$ cat config.mk
export PLATFORM = sky130hd
export DESIGN_NAME = puzzle_move_ctrl_flat
export DESIGN_NICKNAME = d
export VERILOG_FILES = /design/src/rtl/puzzle_move_ctrl_if.sv /design/src/rtl/puzzle_move_ctrl.sv /design/src/flat_wrapper.sv
export SDC_FILE = /design/constraint.sdc
export NUM_CORES = 1
export LEC_CHECK = 0
export BUFFER_PORTS_ARGS = -buffer_cell sky130_fd_sc_hd__buf_2
export CORE_ASPECT_RATIO = 0.7
export CORE_MARGIN = 4
export CORE_UTILIZATION = 53
export CTS_CLUSTER_DIAMETER = 200
export DETAILED_ROUTE_END_ITERATION = 8
export PLACE_DENSITY_LB_ADDON = 0.05
export SLEW_MARGIN = 0
export SYNTH_ARGS = -nofsm -noshare
export SYNTH_HDL_FRONTEND = slang
export SYNTH_SLANG_ARGS = --single-unit
$ cat constraint.sdc
create_clock -name clk -period 2.8 [get_ports clk]
set_input_delay 0.56 -clock clk [delete_from_list [all_inputs] [get_ports clk]]
set_output_delay 0.56 -clock clk [all_outputs]
set_load 0.01 [all_outputs]
$ cat src/rtl/puzzle_move_ctrl_if.sv
// puzzle_move_ctrl_if -- command, status and board-memory signals of the
// 15-puzzle move controller.
//   init, cmd_valid, cmd_dir[1:0]   : requests into the controller
//   cmd_ready                       : controller can accept a move command
//   mem_addr/mem_wdata/mem_we       : single-port board memory, write side
//   mem_rdata                       : combinational read data for mem_addr
//   busy, done, illegal             : activity and completion pulses
//   blank_pos[3:0], move_cnt[15:0]  : blank cell index, legal move count
//   solved                          : board holds the solved pattern
// Modport slave is the controller; master is the environment driving it.
interface puzzle_move_ctrl_if;
    logic        init;
    logic        cmd_valid;
    logic [1:0]  cmd_dir;
    logic        cmd_ready;
    logic [7:0]  mem_addr;
    logic [7:0]  mem_wdata;
    logic        mem_we;
    logic [7:0]  mem_rdata;
    logic        busy;
    logic        done;
    logic        illegal;
    logic [3:0]  blank_pos;
    logic [15:0] move_cnt;
    logic        solved;

    modport master (
        output init, cmd_valid, cmd_dir, mem_rdata,
        input  cmd_ready, mem_addr, mem_wdata, mem_we,
               busy, done, illegal, blank_pos, move_cnt, solved
    );

    modport slave (
        input  init, cmd_valid, cmd_dir, mem_rdata,
        output cmd_ready, mem_addr, mem_wdata, mem_we,
               busy, done, illegal, blank_pos, move_cnt, solved
    );
endinterface

$ cat src/rtl/puzzle_move_ctrl.sv
// puzzle_move_ctrl -- 4x4 sliding-puzzle controller. The board lives in an
// external single-port memory at BASE_ADDR+cell (mod 256); tile 0 is blank.
// Ports:
//   clk    : clock, rising edge
//   rst_n  : synchronous active-low reset
//   bus    : puzzle_move_ctrl_if.slave (commands, status, board memory)
// Parameter BASE_ADDR: byte address of cell 0 (0..240).
// Optional build macro PUZZLE_SOLVED_CHECK_EN: after each legal move the
// whole board is re-read in a 16-cycle SCAN state and solved reflects the
// real board contents; without it solved is simply cleared by any move.
module puzzle_move_ctrl #(
    parameter logic [7:0] BASE_ADDR = 8'd0
) (
    input  logic               clk,
    input  logic               rst_n,
    puzzle_move_ctrl_if.slave  bus
);

    typedef enum logic [2:0] {
        IDLE,
        INIT,
        READ,
        WR_BLANK,
        WR_NBR
`ifdef PUZZLE_SOLVED_CHECK_EN
        , SCAN
`endif
    } state_e;

    state_e      state_q, state_d;
    logic [3:0]  k_q, k_d;
    logic        board_ok_q, board_ok_d;
    logic [3:0]  blank_q, blank_d;
    logic [15:0] cnt_q, cnt_d;
    logic        solved_q, solved_d;
    logic [3:0]  nbr_q, nbr_d;
    logic [7:0]  tile_q, tile_d;
    logic        done_q, done_d;
    logic        illegal_q, illegal_d;
`ifdef PUZZLE_SOLVED_CHECK_EN
    logic        match_q, match_d;
`endif

    logic        cmd_ready_c;
    logic        legal_c;
    logic [3:0]  nbr_c;

    // Solved pattern: cell k holds k+1, last cell holds the blank.
    function automatic logic [7:0] pattern(input logic [3:0] idx);
        return (idx == 4'd15) ? 8'd0 : ({4'd0, idx} + 8'd1);
    endfunction

    function automatic logic [7:0] cell_addr(input logic [3:0] idx);
        return BASE_ADDR + {4'd0, idx};
    endfunction

    assign cmd_ready_c = (state_q == IDLE) && board_ok_q && !bus.init;

    // Neighbour of the blank in the requested direction and whether it is
    // still on the grid.
    always_comb begin
        legal_c = 1'b0;
        nbr_c   = blank_q;
        unique case (bus.cmd_dir)
            2'd0: begin legal_c = (blank_q[3:2] != 2'd0); nbr_c = blank_q - 4'd4; end
            2'd1: begin legal_c = (blank_q[3:2] != 2'd3); nbr_c = blank_q + 4'd4; end
            2'd2: begin legal_c = (blank_q[1:0] != 2'd0); nbr_c = blank_q - 4'd1; end
            2'd3: begin legal_c = (blank_q[1:0] != 2'd3); nbr_c = blank_q + 4'd1; end
            default: ;
        endcase
    end

    always_comb begin
        state_d       = state_q;
        k_d           = k_q;
        board_ok_d    = board_ok_q;
        blank_d       = blank_q;
        cnt_d         = cnt_q;
        solved_d      = solved_q;
        nbr_d         = nbr_q;
        tile_d        = tile_q;
        done_d        = 1'b0;
        illegal_d     = 1'b0;
`ifdef PUZZLE_SOLVED_CHECK_EN
        match_d       = match_q;
`endif
        bus.mem_addr  = BASE_ADDR;
        bus.mem_wdata = '0;
        bus.mem_we    = 1'b0;

        unique case (state_q)
            IDLE: begin
                if (bus.init) begin
                    state_d = INIT;
                    k_d     = '0;
                end else if (bus.cmd_valid && cmd_ready_c) begin
                    if (legal_c) begin
                        nbr_d   = nbr_c;
                        state_d = READ;
                    end else begin
                        illegal_d = 1'b1;
                    end
                end
            end
            INIT: begin
                bus.mem_we    = 1'b1;
                bus.mem_addr  = cell_addr(k_q);
                bus.mem_wdata = pattern(k_q);
                k_d           = k_q + 4'd1;
                if (k_q == 4'd15) begin
                    blank_d    = 4'd15;
                    cnt_d      = '0;
                    solved_d   = 1'b1;
                    board_ok_d = 1'b1;
                    state_d    = IDLE;
                end
            end
            READ: begin
                bus.mem_addr = cell_addr(nbr_q);
                tile_d       = bus.mem_rdata;
                state_d      = WR_BLANK;
            end
            WR_BLANK: begin
                bus.mem_we    = 1'b1;
                bus.mem_addr  = cell_addr(blank_q);
                bus.mem_wdata = tile_q;
                state_d       = WR_NBR;
            end
            WR_NBR: begin
                bus.mem_we    = 1'b1;
                bus.mem_addr  = cell_addr(nbr_q);
                bus.mem_wdata = '0;
                blank_d       = nbr_q;
                cnt_d         = (cnt_q == 16'hFFFF) ? cnt_q : (cnt_q + 16'd1);
`ifdef PUZZLE_SOLVED_CHECK_EN
                k_d           = '0;
                match_d       = 1'b1;
                state_d       = SCAN;
`else
                solved_d      = 1'b0;
                done_d        = 1'b1;
                state_d       = IDLE;
`endif
            end
`ifdef PUZZLE_SOLVED_CHECK_EN
            SCAN: begin
                bus.mem_addr = cell_addr(k_q);
                match_d      = match_q && (bus.mem_rdata == pattern(k_q));
                k_d          = k_q + 4'd1;
                if (k_q == 4'd15) begin
                    solved_d = match_d;
                    done_d   = 1'b1;
                    state_d  = IDLE;
                end
            end
`endif
            default: state_d = IDLE;
        endcase
    end

    always_ff @(posedge clk) begin
        if (!rst_n) begin
            state_q    <= IDLE;
            k_q        <= '0;
            board_ok_q <= 1'b0;
            blank_q    <= 4'd15;
            cnt_q      <= '0;
            solved_q   <= 1'b0;
            nbr_q      <= '0;
            tile_q     <= '0;
            done_q     <= 1'b0;
            illegal_q  <= 1'b0;
`ifdef PUZZLE_SOLVED_CHECK_EN
            match_q    <= 1'b0;
`endif
        end else begin
            state_q    <= state_d;
            k_q        <= k_d;
            board_ok_q <= board_ok_d;
            blank_q    <= blank_d;
            cnt_q      <= cnt_d;
            solved_q   <= solved_d;
            nbr_q      <= nbr_d;
            tile_q     <= tile_d;
            done_q     <= done_d;
            illegal_q  <= illegal_d;
`ifdef PUZZLE_SOLVED_CHECK_EN
            match_q    <= match_d;
`endif
        end
    end

    assign bus.cmd_ready = cmd_ready_c;
    assign bus.busy      = (state_q != IDLE);
    assign bus.done      = done_q;
    assign bus.illegal   = illegal_q;
    assign bus.blank_pos = blank_q;
    assign bus.move_cnt  = cnt_q;
    assign bus.solved    = solved_q;

endmodule

$ cat src/flat_wrapper.sv
// flat-port wrapper written by rule: the top's interface ports become plain ports
module puzzle_move_ctrl_flat 
#(
    parameter logic [7:0] BASE_ADDR = 8'd0
)
  (clk, rst_n, bus_init, bus_cmd_valid, bus_cmd_dir, bus_mem_rdata, bus_cmd_ready, bus_mem_addr, bus_mem_wdata, bus_mem_we, bus_busy, bus_done, bus_illegal, bus_blank_pos, bus_move_cnt, bus_solved);
  puzzle_move_ctrl_if bus_i ();
  input  logic clk;
  input  logic rst_n;
  input wire logic [$bits(bus_i.init)-1:0] bus_init;
  input wire logic [$bits(bus_i.cmd_valid)-1:0] bus_cmd_valid;
  input wire logic [$bits(bus_i.cmd_dir)-1:0] bus_cmd_dir;
  input wire logic [$bits(bus_i.mem_rdata)-1:0] bus_mem_rdata;
  output wire logic [$bits(bus_i.cmd_ready)-1:0] bus_cmd_ready;
  output wire logic [$bits(bus_i.mem_addr)-1:0] bus_mem_addr;
  output wire logic [$bits(bus_i.mem_wdata)-1:0] bus_mem_wdata;
  output wire logic [$bits(bus_i.mem_we)-1:0] bus_mem_we;
  output wire logic [$bits(bus_i.busy)-1:0] bus_busy;
  output wire logic [$bits(bus_i.done)-1:0] bus_done;
  output wire logic [$bits(bus_i.illegal)-1:0] bus_illegal;
  output wire logic [$bits(bus_i.blank_pos)-1:0] bus_blank_pos;
  output wire logic [$bits(bus_i.move_cnt)-1:0] bus_move_cnt;
  output wire logic [$bits(bus_i.solved)-1:0] bus_solved;
  assign bus_i.init = bus_init;
  assign bus_i.cmd_valid = bus_cmd_valid;
  assign bus_i.cmd_dir = bus_cmd_dir;
  assign bus_i.mem_rdata = bus_mem_rdata;
  assign bus_cmd_ready = bus_i.cmd_ready;
  assign bus_mem_addr = bus_i.mem_addr;
  assign bus_mem_wdata = bus_i.mem_wdata;
  assign bus_mem_we = bus_i.mem_we;
  assign bus_busy = bus_i.busy;
  assign bus_done = bus_i.done;
  assign bus_illegal = bus_i.illegal;
  assign bus_blank_pos = bus_i.blank_pos;
  assign bus_move_cnt = bus_i.move_cnt;
  assign bus_solved = bus_i.solved;
  puzzle_move_ctrl #(.BASE_ADDR(BASE_ADDR)) u_core (.clk(clk), .rst_n(rst_n), .bus(bus_i));
endmodule
==> key figures <==
Run status
  • Status: finished clean

Die
  • Die width: 86.69 µm
  • Die area: 5468 µm²
  • Core box area: 4041 µm²
  • Chip height: 63.08 µm
  • Starting Density: 56.84%
  • I/O pin cnt: 56
  • Std-Cell Rows: 19

Power
  • P_sw: 0.2666 mW
  • Power per cell area: 473.7 nW/µm²
  • Pleak: 1.105 nW
  • Gate power share: 6.3%
  • Maximum vdd drop: 0.3795 mV
  • Clock power frac: 44.7%
  • Int Pwr: 1.001 mW
  • Switching Share: 21.03%
  • Power share of the sequential group: 49.0%

Route
  • Post-DRT Antenna Nets: 0
  • Residual DRC: 0
  • Vias: 2171
  • Initial DRC count: 207
  • Final WL: 5.681 mm
  • Iteration count of the initial detailed-routing pass: 5
  • DR WL/cell: 14.87 µm
  • Vias/cell: 5.683

Worst setup path
  • Crit-path max FO: 21
  • Worst path cell trace: mux2_2, a22oi_1, o21ai_0, buf_2
  • R2r setup slk: 0.40 ns
  • Worst r2r src: u_core.state_q[1]
  • CP arrival: 1.97 ns
  • Critical-path top delay cell: dfxtp_1
  • Slowest cell delay on critical path: 0.79 ns
  • Critical Path RT: 2.24 ns
  • Setup CP Type: reg2out
  • Worst setup EP type: primary output
  • CP Launch Type: register
  • Crit path from: u_core.state_q[1]

Timing
  • Hold_ws: 0.4556 ns
  • Setup_tns: 0 ns
  • Post-layout min period: 2.533 ns
  • Final Max Tran Viols: 0
  • Skew final: 0.009646 ns
  • RSZ-0062 raised after global routing: no
  • Slew headroom: 51.74%
  • Tcrit/Tclk final: 90.45%
  • Final hold vios: 0
  • Final setup viols: 0
  • Worst Tran Pin Value: 0.7229 ns
  • Achievable Freq: 0.3948 GHz

Global routing
  • Largest net degree at the start of global routing: 22
  • GRT busiest layer: met1
  • Global routing usage on met2: 30.44%
  • GR Util met3: 4.948%
  • GRT Total Usage: 21.88%
  • First-pass GRT wire length: 9.618 mm
  • Vias in the first global route: 1939
  • Grt ovf: 0
  • Antenna violations before repair: 0
  • Grt met1 use: 33.68%

Job
  • Max-Cap Viols: 0

Clock tree
  • Post-CTS Setup Inserts: 0
  • CTS tree: built
  • Clock Latency Late Sink: 0.30 ns
  • Root buffer cell: clkbuf_8
  • Num CTS Buffers: 5
  • Clock sink count: 43
  • CTS resizes: 0
  • H-tree depth: 2
  • Hold_buf cts: 0
  • Max Buffers Root-to-Sink: 2
  • Register clock-pin slew on the reported worst setup and hold paths: 0.08 ns

Yosys
  • Post-synth EDFFs: 0
  • Sequential share of the synthesized area: 37.47%
  • Post-synth top flop: dfxtp_1
  • Synth top area share: 37.47%
  • Synth Warn #: 0
  • Synth unique cells: 53
  • Cell taking the most area after synthesis: dfxtp_1
  • Synth top area cells: dfxtp_1 37%, nor2_1 6.5%, nand2_1 5.6%, a21oi_1 5.0%, xnor2_1 3.4%
  • Synthesized area per cell: 8.060 µm²
  • Mapped Area: 2297 µm²
  • Mapped Cells: 285
  • Synth Register Bits: 43
  • Ys async rst share: 0%

Layout
  • Ant. Diodes: 0
  • # fillers: 370
  • Area grow syn2layout: 16.45%
  • FF/Latch Area: 860.8 µm²
  • Layout cell share with drive strength beyond 1: 22.42%
  • Multi-input gate area: 1324 µm²
  • # nets final: 347
  • Final cell count without fillers: 382

Place
  • Inst Count DP: 374
  • HPWL after DPL: 4.143 mm
  • I/O Buffers: 51
  • GPL Wtd Cong: 0.8999

Hold path
  • Min-delay src: u_core.tile_q[4]
  • Worst hold path class: reg2reg
metrics by stage:
step           total power, mW  cell area (µm²)  util, %  worst slack [ns]
2_1_floorplan           0.6909             2308        -            0.6969
3_3_place_gp            0.7141             2542    62.91            0.5736
3_5_place_dp            0.7145             2542    62.91            0.4636
4_1_cts                  1.273             2675    66.19            0.2742
5_1_grt                  1.311             2675    66.19            0.1711
6_report                 1.267             2675    66.19            0.2673
sequential cells by signal, indices dropped and copies added (netlist names):
register,cells
u_core.board_ok_q,1
u_core.bus.blank_pos,4
u_core.bus.done,1
u_core.bus.illegal,1
u_core.bus.move_cnt,16
u_core.bus.solved,1
u_core.k_q,4
u_core.nbr_q,4
u_core.state_q,3
u_core.tile_q,8
kinds of logic (layout without fill, tap and decap cells):
logic type	after synthesis	count (layout)	synth area share, %
AND/OR/NAND/NOR	129	129	28.87
AO/OA/AOI/OAI	59	59	15.80
flip-flops	43	43	37.47
buffers and inverters	25	67	5.392
XOR/XNOR	18	18	6.863
multiplexers	6	6	3.268
adder cells (fa/ha/maj)	4	4	2.179
other	1	4	0.1632
cell usage after synthesis (3+ instances only):
cell / number
o21ai_0: 12
buf_2: 3
a21oi_1: 23
nand3_1: 7
clkbuf_1: 9
a211oi_1: 3
nor3_1: 5
and2_1: 3
o211ai_1: 4
nor2b_1: 3
buf_4: 5
dfxtp_1: 43
xor2_1: 9
xnor2_1: 9
a22oi_1: 4
nor2_1: 40
and3_1: 9
or3_1: 4
nand2b_1: 3
mux2i_1: 3
o22ai_1: 4
ha_1: 4
nand2_1: 34
inv_1: 6
final cells by class:
cell class	count	share of cell area (%)
Multi-Input combinational cell	220	49.49
Sequential cell	43	32.18
Clock inverter	2	2.245
Inverter	6	0.8419
Clock buffer	6	2.713
Timing Repair Buffer	53	10.10
Tap cell	52	2.432
power groups by stage:
stage               registers, mW  logic [mW]  clock network, mW
CTS                         0.621      0.0795              0.572
floorplan                   0.631      0.0596                  0
global route                0.622      0.0894              0.600
global placement            0.635      0.0793                  0
finish                      0.621      0.0798              0.566
detailed placement          0.635      0.0792                  0
placed cells by master, fill, tap and decap left out, drive strengths merged, types with 2 or more instances in the layout:
cell type / n
nand2b: 3
or3b: 2
mux2i: 3
inv: 6
nand3: 7
a211oi: 3
nand2: 34
bufinv: 2
and2: 3
nand3b: 2
o211ai: 4
clkbuf: 6
buf: 53
ha: 4
nor3: 6
and3: 9
o21ai: 14
conb: 4
xor2: 9
o2111ai: 3
nand4: 3
nor2: 41
o22ai: 4
or3: 4
a21oi: 23
nor4b: 2
nor3b: 3
a22oi: 4
xnor2: 9
nor2b: 3
dfxtp: 43
mux2: 2
nor4: 2
critical path, delay by kind of cell, from the launching register on:
family	cells	cell delay [ns]
multiplexers	1	0.42
flip-flops	1	0.79
AO/OA/AOI/OAI	2	0.28
buffers and inverters	1	0.17
final timing paths:
check / to / depth (start not counted)
setup / recovery: bus_mem_addr[2] / 4
setup reg to reg: u_core.bus.move_cnt[13] / 5
hold / removal: u_core.tile_q[4] / 2
hold reg to reg: u_core.tile_q[4] / 2
metal layers:
| layer | part of all wire, % | up-vias |
|---|---|---|
| li1 | - | 1079 |
| met1 | 51 | 1017 |
| met2 | 41 | 70 |
| met3 | 7.5 | 5 |
| met4 | 0.84 | 0 |
| met5 | 0 | - |
No activity file was read; power rests on OpenSTA's default activity.
